**config.mk**
```make
export PLATFORM = sky130hd
export DESIGN_NAME = c_arb_merge_nodata
export DESIGN_NICKNAME = d
export VERILOG_FILES = /design/src/rtl/c_arb_merge_nodata.sv
export SDC_FILE = /design/constraint.sdc
export NUM_CORES = 1
export LEC_CHECK = 0
export CORE_ASPECT_RATIO = 1.5
export CORE_MARGIN = 2
export CORE_UTILIZATION = 57
export DETAILED_ROUTE_END_ITERATION = 10
export PLACE_DENSITY = 0.8
export SYNTH_ARGS = -nofsm -noshare
export SYNTH_HDL_FRONTEND = slang
export SYNTH_SLANG_ARGS = --single-unit
```
**constraint.sdc**
```tcl
create_clock -name clk -period 4.4 [get_ports clk]
set_input_delay 1.1 -clock clk [delete_from_list [all_inputs] [get_ports clk]]
set_output_delay 1.1 -clock clk [all_outputs]
set_load 0.05 [all_outputs]
```
**src/rtl/c_arb_merge_nodata.sv**
```systemverilog
// N-to-1 round-robin merge for the drive/free handshake; carries no data.
// One transfer is outstanding at a time, and o_select names the upstream port that owns it.
module c_arb_merge_nodata #(
  parameter int unsigned NUM_PORTS = 5
) (
  input  logic                 clk,
  input  logic                 rstn,
  input  logic [NUM_PORTS-1:0] i_drive,
  output logic [NUM_PORTS-1:0] o_free,
  output logic                 o_driveNext,
  input  logic                 i_freeNext,
  output logic [NUM_PORTS-1:0] o_select,
  output logic                 o_busy,
  output logic                 o_err
);

  localparam int unsigned IDX_W = (NUM_PORTS > 1) ? $clog2(NUM_PORTS) : 1;

  typedef logic [IDX_W-1:0] idx_t;
  typedef enum logic {S_IDLE, S_WAIT} state_t;

  state_t               state_q, state_d;
  logic [NUM_PORTS-1:0] pending_q, pending_d;
  idx_t                 last_q, last_d;
  logic [NUM_PORTS-1:0] select_d, free_d, clear;
  logic                 drive_d, busy_d, err_d;

  logic                 found;
  idx_t                 gnt_idx;
  int unsigned          scan;

  // Round-robin search over registered pending, starting just after the last grant
  always_comb begin
    found   = 1'b0;
    gnt_idx = last_q;
    scan    = 0;
    for (int unsigned i = 1; i <= NUM_PORTS; i++) begin
      scan = 32'(last_q) + i;
      if (scan >= NUM_PORTS) scan = scan - NUM_PORTS;
      if (!found && pending_q[scan[IDX_W-1:0]]) begin
        found   = 1'b1;
        gnt_idx = idx_t'(scan);
      end
    end
  end

  // Next-state and output decode
  always_comb begin
    state_d  = state_q;
    last_d   = last_q;
    select_d = o_select;
    free_d   = '0;
    clear    = '0;
    drive_d  = 1'b0;
    busy_d   = o_busy;
    err_d    = o_err | (|(i_drive & pending_q));

    case (state_q)
      S_IDLE: begin
        if (i_freeNext) err_d = 1'b1;
        if (found) begin
          state_d  = S_WAIT;
          last_d   = gnt_idx;
          select_d = NUM_PORTS'(1) << gnt_idx;
          drive_d  = 1'b1;
          busy_d   = 1'b1;
        end
      end
      S_WAIT: begin
        if (i_freeNext) begin
          state_d  = S_IDLE;
          free_d   = o_select;
          clear    = o_select;
          select_d = '0;
          busy_d   = 1'b0;
        end
      end
      default: state_d = S_IDLE;
    endcase

    // A drive on a port that is already pending is a violation and is dropped
    pending_d = (pending_q & ~clear) | (i_drive & ~pending_q);
  end

  always_ff @(posedge clk or negedge rstn) begin
    if (!rstn) begin
      state_q     <= S_IDLE;
      pending_q   <= '0;
      last_q      <= idx_t'(NUM_PORTS - 1);
      o_select    <= '0;
      o_free      <= '0;
      o_driveNext <= 1'b0;
      o_busy      <= 1'b0;
      o_err       <= 1'b0;
    end else begin
      state_q     <= state_d;
      pending_q   <= pending_d;
      last_q      <= last_d;
      o_select    <= select_d;
      o_free      <= free_d;
      o_driveNext <= drive_d;
      o_busy      <= busy_d;
      o_err       <= err_d;
    end
  end

endmodule

```
# --- Yosys cells after proc, flatten, opt, wreduce, memory -nomap -nowiden ---
# Cells that the tools add are included.
op_classes:
  bitwise_logic: 8
  magnitude_cmp: 10
  addsub: 10
  eq_ne: 2
  n_shift: 1
  muxes: 39
  n_reduce_logical: 11
ops:
  columns: ["operator", "count"]
  rows:
  - ["$mux 3", 10]
  - ["$ge 4x3->1 const B", 5]
  - ["$lt 3x4->1 const B", 5]
  - ["$mux 5", 4]
  - ["$mux 1", 17]
  - ["$and 5x5->5", 3]
  - ["$bmux 1 s3", 5]
  - ["$sub 3x3->3 const B", 5]
  - ["$not 5->5", 2]
  - ["$pmux 5 s2", 1]
  - ["$add 3x2->4 const B", 2]
  - ["$add 3x3->4 const B", 2]
  - ["$or 5x5->5", 1]
  - ["$reduce_or 5->1", 1]
  - ["$shl 1x3->5 const A", 1]
  - ["$add 3x1->4 const B", 1]
  - ["$logic_and 1x1->1", 4]
  - ["$logic_not 1->1", 4]
  - ["$ne 2x2->1 const B", 2]
  - ["$pmux 1 s2", 2]
  - ["$reduce_and 2->1", 2]
  - ["$not 1->1", 1]
  - ["$or 1x1->1", 1]
totals:
  ff_bits: 22
  inputBits: 8

# --- Depth between registers and ports, before layout ---
# Gate-level depths: netlist of run 1.
depth:
  word_depth: 21
  mapped_depth: 16
  depth_no_buf: 15

# --- Worst setup path before layout of run 1 ---
# OpenSTA, ideal clock, no wires.
synth_timing:
  path_kind: "reg2reg"
  from: "register last_q[2]"
  to: "register o_select[2]"
  path_stages_with_launch: 13
  setup_ps: 122
  setup_slack_ps: 420
  arrival_ps: 3858
  path_buffers: 2
  cell_sequence: "dfstp_2 > buf_2 > clkbuf_1 > inv_1 > ha_1 > a21boi_4 > mux2_2 > mux4_2 > a21o_1 > or4_4 > a2111oi_4 > a31oi_1 > a32o_1"
synth_between:
  elab_chain_len: 21
  word_cells_on_any_way: 53
  cone_classes: "10 x add/sub; 5 x order compare; 1 x eq/ne; 1 x shift; 27 x mux; 9 x reduce/logical"
synth_rtl:
  columns: ["element", "line_no", "source"]
  rows:
  - ["start, declared", "24", "idx_t last_q, last_d;"]
  - ["start signal, assigned", "89", "last_q <= idx_t'(NUM_PORTS - 1);"]
  - ["start signal, assigned", "98", "last_q <= last_d;"]
  - ["$add 3x1->4", "38", "scan = 32'(last_q) + i;"]
  - ["$ge 4x3->1 / $sub 3x3->3 (equally long branches)", "39", "if (scan >= NUM_PORTS) scan = scan - NUM_PORTS;"]
  - ["$mux 3", "39", null]
  - ["$bmux 1 s3", "40", "if (!found && pending_q[scan[IDX_W-1:0]]) begin"]
  - ["$mux 1 (not written as such)", "40", null]
  - ["$mux 1", "40", null]
  - ["$logic_not 1->1", "40", null]
  - ["$logic_and 1x1->1", "40", null]
  - ["[5 not listed]", null, null]
  - ["$logic_and 1x1->1", "40", null]
  - ["$mux 1", "40", null]
  - ["$logic_not 1->1", "40", null]
  - ["$logic_and 1x1->1", "40", null]
  - ["$mux 3", "40", null]
  - ["$shl 1x3->5", "64", "select_d = NUM_PORTS'(1) << gnt_idx;"]
  - ["$mux 5", "61", "if (found) begin"]
  - ["$pmux 5 s2", "58", "case (state_q)"]
  - ["end signal, assigned", "99", "o_select <= select_d;"]
  - ["end, declared", "12", "output logic [NUM_PORTS-1:0] o_select,"]
# Several ways; a longest one is shown, not always the timed one. The select of a mux whose other input is x is not followed.
# A chain may end at the register's enable or synchronous reset.

# --- Final worst setup path of run 1 ---
layout_timing:
  from: "register last_q[2]"
  to: "register last_q[1]"
layout_between:
  elab_chain_len: 19
  word_cells_on_any_way: 49
  cone_classes: "10 x add/sub; 5 x order compare; 25 x mux; 9 x reduce/logical"
layout_rtl:
  columns: ["element", "line_no"]
  rows:
  - ["$add 3x1->4", "38"]
  - ["$ge 4x3->1 / $sub 3x3->3 (equally long branches)", "39"]
  - ["$mux 3", "39"]
  - ["$bmux 1 s3", "40"]
  - ["$mux 1 (not written as such)", "40"]
  - ["$mux 1", "40"]
  - ["$logic_not 1->1", "40"]
  - ["$logic_and 1x1->1", "40"]
  - ["[3 not listed]", null]
  - ["$mux 1", "40"]
  - ["$logic_not 1->1", "40"]
  - ["$logic_and 1x1->1", "40"]
  - ["$mux 1", "40"]
  - ["$logic_not 1->1", "40"]
  - ["$logic_and 1x1->1", "40"]
  - ["$mux 1", "40"]
  - ["$reduce_and 2->1 (no line)", null]
# Several ways; a longest one is shown, not always the timed one. The select of a mux whose other input is x is not followed.

==> results of run 1 <==
==> registers in the layout (all words and copies together) (netlist names) <==
signal       count
o_err            1
o_select         5
last_q           3
o_busy           1
o_driveNext      1
pending_q        5
o_free           5
state_q          1
==> per-stage QoR <==
stage / hold WS [ns] / instance area, µm² / utilization (%) / worst slack (ns) / std cells
finish: 0.528 / 2340 / 68.4 / 0.491 / 285
global route: 0.553 / 2340 / 68.4 / 0.318 / 285
detailed placement: 0.503 / 2280 / 66.8 / 0.526 / 281
CTS: 0.529 / 2340 / 68.4 / 0.513 / 285
global placement: 0.503 / 2280 / 66.8 / 0.571 / 281
floorplan: 0.523 / 2040 / - / 0.420 / 226
==> kinds of logic after synthesis <==
kind of cell	after synthesis	synth area share (%)
AOI/OAI and AO/OA	78	29.0
xor gates and xnor gates	3	1.29
muxes	16	10.2
adders and majority gates	11	7.12
and+or+nand+nor	73	20.7
buffers and inverters	23	4.54
DFF	22	27.1
==> synthesized netlist by cell type (all sizes together) (2+ instances only) <==
| cell type | n |
|---|---|
| nor2b | 9 |
| nand2b | 4 |
| dfrtp | 21 |
| mux4 | 3 |
| nor3 | 2 |
| o22ai | 3 |
| mux2i | 5 |
| or2 | 3 |
| and2 | 3 |
| or3b | 3 |
| xnor2 | 3 |
| mux2 | 8 |
| a221o | 3 |
| o211ai | 4 |
| o21ai | 14 |
| nand3 | 6 |
| a32o | 2 |
| a211oi | 5 |
| and3 | 8 |
| a21o | 5 |
| clkbuf | 8 |
| nor3b | 2 |
| nor4b | 2 |
| buf | 5 |
| a21boi | 2 |
| a21oi | 16 |
| nand3b | 2 |
| o21a | 3 |
| inv | 9 |
| o311ai | 2 |
| nor2 | 15 |
| ha | 10 |
| nand2 | 10 |
==> placed cells by master, fill, tap and decap left out, types with 4 or more instances in the layout <==
master           Yosys  layout
a211oi_1             5       5
a21o_1               5       5
a21oi_1             14      14
and3_1               8       8
buf_4                0       6
clkbuf_8             0       4
clkdlybuf4s50_1      0      20
dfrtp_1             21      21
ha_1                10      10
inv_1                9       9
mux2_2               5       5
mux2i_1              5       5
nand2_1             10      10
nand2b_1             4       4
nand3_1              6       6
nor2_1              15      15
nor2b_1              9       9
o21ai_0             14      14
==> layout make-up <==
cell class	instances	area, µm²
Tap cell	42	52.6
Clock buffer	4	55.1
Multi-Input combinational cell	181	1390
Inverter	10	37.5
Timing Repair Buffer	26	245
Fill cell	281	1080
Sequential cell	22	552
==> worst register-to-register path, delay by kind of cell, from the launching register on <==
kind,cells,cell delay (ns)
AO/OA/AOI/OAI,4,0.94
adder cells (fa/ha/maj),1,0.44
buffers and inverters,1,0.13
flip-flops,1,0.65
multiplexers,3,1.02
AND/OR/NAND/NOR,1,0.57
==> how the worst max path moves through the flow <==
stage                                      from                       to  slack (ns)  cells past startpoint
after floorplan           last_q[2]$_DFFE_PN1P_  o_select[2]$_DFFE_PN0P_        0.42                     12
after global placement    last_q[2]$_DFFE_PN1P_  o_select[2]$_DFFE_PN0P_        0.57                     10
after detailed placement  last_q[2]$_DFFE_PN1P_  o_select[2]$_DFFE_PN0P_        0.53                     10
after CTS                 last_q[2]$_DFFE_PN1P_  o_select[2]$_DFFE_PN0P_        0.51                     10
after global routing      last_q[0]$_DFFE_PN0P_    last_q[0]$_DFFE_PN0P_        0.32                     13
final                     last_q[2]$_DFFE_PN1P_    last_q[1]$_DFFE_PN0P_        0.49                     10
==> metal layers <==
metal / GRT usage, % / vias up / wire length, µm
met5: 0 / - / 0
met4: 13.6 / 0 / 171
met3: 3.70 / 14 / 250
met2: 48.4 / 61 / 2840
met1: 31.8 / 941 / 2030
li1: - / 890 / -
==> flow_metrics.py, run 1 <==
metrics = {
    "setup_path": {
        "cp.arrival_ns": 4.00,
        "start_kind": "flop",
        "worstPathCellList": "inv_1 > ha_1 > a21boi_4 > mux2_1 > mux4_2 > a21o_1 > or4_4 > a2111oi_4 > a31o_1 > mux2i_1",
        "cp.buffers_inverters": 1,
        "r2r_slack_ns": 0.49,
        "rr_worst_depth": 10,
        "cpMaxStageDelayCell": "dfstp_2",
        "required_ns": 4.49,
        "rr_endpoint": "last_q[1]$_DFFE_PN0P_",
        "path_max_fanout": 8,
        "cp_top_family": "multiplexers",
        "crit_type": "flop to flop",
        "r2r_start": "last_q[2]$_DFFE_PN1P_",
        "end_kind": "flop",
        "max_stage_delay_ns": 0.65,
    },
    "synth": {
        "syn_nets": 245,
        "yosysTopAreaCellShare_pct": 25.8,
        "synth_top_flop_cell": "dfrtp_1",
        "synth_cell_type_count": 67,
        "async_flop_share_pct": 100,
        "seq_area_frac_synth_pct": 27.1,
        "syn_inst": 226,
        "synth_largest_area_cell": "dfrtp_1",
        "synth_edf_count": 0,
        "synth_warnings": 0,
        "avgSynthCellArea_um2": 9.02,
        "ys_ff_latch": 22,
        "syn_area_um2": 2040,
        "synth_area_leaders": "dfrtp_1 26%, ha_1 6.1%, a21oi_1 3.4%",
    },
    "sta": {
        "maxSlewViolCount": 0,
        "fmax_mhz": 256,
        "slew_headroom_pct": 38.0,
        "fin_crit_sh_pct": 88.8,
        "setup_tns_ns": 0,
        "worst_pin_slew_ns": 0.928,
        "rsz0062_at_grt": "no",
        "period_needed_ns": 3.91,
        "final_hold_viol_count": 0,
        "finalClockSkew_ns": 0.00791,
        "setup_violations": 0,
    },
    "drt": {
        "drtIter0Drc": 78,
        "wl_mm": 5.29,
        "dr.pass1.iters": 4,
        "vias": 1906,
        "final_antenna_net_count": 0,
        "avgRoutedWirePerCell_um": 18.6,
        "via_per_inst": 6.69,
        "drc": 0,
    },
    "global_routing": {
        "globalRouteTotalUtil_pct": 27.7,
        "grt_max_degree": 27,
        "grt_pass1_wl_mm": 8.51,
        "overflow": 0,
        "antenna_found_initial": 0,
        "grt_pass1_vias": 1823,
    },
    "cts": {
        "clock_path_buffers": 2,
        "post-cts-setup-buffer-count": 0,
        "cts-root-buf": "clkbuf_8",
        "clk_latency_ns": 0.26,
        "clock_sinks": 22,
        "cts_hold_buf": 0,
        "post_cts_resized": 0,
        "clk_pin_slew_ns": 0.08,
        "h-tree-depth": 1,
        "cts_buffers": 3,
        "cts_tree": "done",
    },
    "min_path": {
        "min_from": "o_select[1]$_DFFE_PN0P_",
        "hold_path_end": "o_select[1]$_DFFE_PN0P_",
        "hold_path_depth": 1,
        "min_path_type": "flop to flop",
    },
    "run": {
        "drv_cap": 0,
    },
    "floorplan": {
        "start_util_pct": 59.7,
        "std_cell_rows": 26,
        "die-area_um2": 4080,
        "core_region_area_um2": 3420,
        "boundaryPins": 21,
        "fp.dieH_um": 77.2,
        "die_w_um": 52.8,
    },
    "placed_design": {
        "place.port_buffers": 20,
        "hpwl_mm": 4.02,
        "place_congestion": 0.901,
    },
    "layout": {
        "diodes": 0,
        "nets": 263,
        "area_growth_pct": 14.6,
        "drive_above_1_share_pct": 14.4,
    },
    "status": {
        "outcome": "complete, no violations",
    },
}
Power of run 1 is left out: the tool's default activity adds up to more than one toggle a clock period on the data nets, which glitch-free logic cannot reach.
==> run 2, diff against run 1 <==
Settings changed: CAP_MARGIN from default to 10, CTS_CLUSTER_SIZE from default to 25.
==> results of run 2 <==
The final DEF is identical to that of run 1; final timing and power are the same.
Power of run 2 is left out for the same reason.
==> run 3, diff against run 2 <==
Settings changed: CORE_UTILIZATION 57 to 52, PLACE_DENSITY 0.8 to 0.77.
Clock period 4.4 ns to 3.5 ns, I/O delays scaled along.
==> run 3 against run 2 <==
Hold slack got worse by 0.012 ns. First-iteration DRC count shrank 27%. Non-clock buffer count increased by 28. Global-route usage up 0.48 points. The run now ends with setup timing left. Setup slack worse by 0.50 ns. Critical path type unchanged. Critical endpoint is now o_select[2]$_DFFE_PN0P_. Die area up 9.0%. Sequential cell count did not move. Via count up 4.9%. Design area is 16% higher.
==> flow_metrics.py, run 3 (synthesis results as in run 1) <==
metrics = {
    "setup_path": {
        "cp.arrival_ns": 3.67,
        "start_kind": "flop",
        "required_ns": 3.66,
        "crit_type": "flop to flop",
        "path_max_fanout": 5,
        "end_kind": "flop",
    },
    "sta": {
        "period_needed_ns": 3.51,
        "rsz0062_at_grt": "yes",
        "finalWorstSetupSlack_ns": -0.0111,
        "slew_headroom_pct": 35.0,
        "final_hold_viol_count": 0,
        "finalClockSkew_ns": 0.00310,
        "fin_crit_sh_pct": 100,
        "worst_pin_slew_ns": 0.972,
        "fmax_mhz": 285,
        "maxSlewViolCount": 0,
        "hold_ws_ns": 0.517,
        "setup_violations": 2,
    },
    "run": {
        "drv_cap": 0,
    },
    "drt": {
        "via_per_inst": 6.37,
        "drc": 0,
        "wl_mm": 5.78,
        "avgRoutedWirePerCell_um": 18.4,
        "dr.pass1.iters": 4,
        "vias": 2000,
        "final_antenna_net_count": 0,
        "drtIter0Drc": 57,
    },
    "floorplan": {
        "core_region_area_um2": 3720,
        "std_cell_rows": 27,
        "boundaryPins": 21,
        "die_w_um": 55.1,
        "die-area_um2": 4450,
        "start_util_pct": 54.8,
        "fp.dieH_um": 80.7,
    },
    "cts": {
        "clk_pin_slew_ns": 0.08,
        "cts-root-buf": "clkbuf_8",
        "clk_latency_ns": 0.26,
        "cts_buffers": 3,
        "cts_hold_buf": 0,
        "clock_path_buffers": 2,
        "clock_sinks": 22,
        "h-tree-depth": 1,
        "cts_tree": "done",
    },
    "status": {
        "violations": "setup timing",
        "outcome": "complete, but fails checks",
    },
    "layout": {
        "area_growth_pct": 32.5,
        "mostFrequentLayoutCells": "31 x buf_4, 20 x clkdlybuf4s50_1, 19 x dfrtp_1",
        "mostFrequentLayoutCell": "buf_4",
        "drive_above_1_share_pct": 32.8,
        "diodes": 0,
        "nets": 291,
        "top_regs": "o_free x5, o_select x5, pending_q x5",
    },
    "global_routing": {
        "grt_pass1_wl_mm": 9.19,
        "overflow": 0,
        "globalRouteTotalUtil_pct": 28.2,
        "grt_max_degree": 23,
        "grt_pass1_vias": 1996,
        "antenna_found_initial": 0,
    },
    "min_path": {
        "min_path_type": "flop to flop",
    },
    "placed_design": {
        "place.port_buffers": 20,
        "place_congestion": 0.933,
        "hpwl_mm": 4.27,
    },
}
[run 3: layout make-up]
type                    count  area (µm²)
clock buffers               4        55.1
fillers                   279        1010
inverters                  10        42.5
multi-input cells         181        1530
flip-flops and latches     22         554
well taps                  43        53.8
repair buffers             54         470
[run 3: per-layer routing]
layer	share of wire (%)	global-route usage, %	vias up
li1	-	-	947
met1	40	34.4	951
met2	51	47.5	77
met3	4.4	2.23	25
met4	4.5	14.6	0
met5	0	0	-
[run 3: metrics by stage]
step / TNS [ns] / cells / cell area [µm²] / util [%] / setup slack [ns]
finish: -0.0162 / 314 / 2700 / 72.7 / -0.0111
global route: -0.416 / 314 / 2700 / 72.7 / -0.148
CTS: 0 / 310 / 2540 / 68.3 / 0.0107
detailed placement: -0.0735 / 306 / 2480 / 66.7 / -0.0620
global placement: 0 / 306 / 2480 / 66.7 / 0.0195
floorplan: -0.0809 / 226 / 2080 / - / -0.0809
[run 3: worst max-delay path: stages (launching register included)]
cell and delay [ns]:
dfrtp_2 0.46, inv_4 0.07, ha_2 0.20, a21oi_2 0.17
a21boi_4 0.26, mux2_2 0.35, mux4_2 0.48, buf_4 0.16
buf_4 0.13, a221o_1 0.35, a211oi_2 0.23, o22ai_2 0.11
nor3b_2 0.18, a32o_1 0.26
[run 3: path summary, 6_finish.rpt]
check | to | slack, ns | cells past startpoint | startpoint
min reg2reg | o_err$_DFF_PN0_ | 0.52 | 2 | o_err$_DFF_PN0_
max reg2reg | o_select[2]$_DFFE_PN0P_ | -0.01 | 13 | last_q[1]$_DFFE_PN0P_
min | o_err$_DFF_PN0_ | 0.52 | 2 | o_err$_DFF_PN0_
min in group asynchronous | o_driveNext$_DFF_PN0_ | 1.15 | 1 | rstn
max in group asynchronous | last_q[1]$_DFFE_PN0P_ | 1.70 | 1 | rstn
max | o_select[2]$_DFFE_PN0P_ | -0.01 | 13 | last_q[1]$_DFFE_PN0P_
[run 3: timing repair]
item                                    CTS  global route
hold endpoints to repair                  0             0
pin swaps                                 0             7
endpoints found under the setup margin    3             7
resized for setup                         3            31
gates cloned                              0             0
buffers inserted                          0             4
Power of run 3 is left out for the same reason.
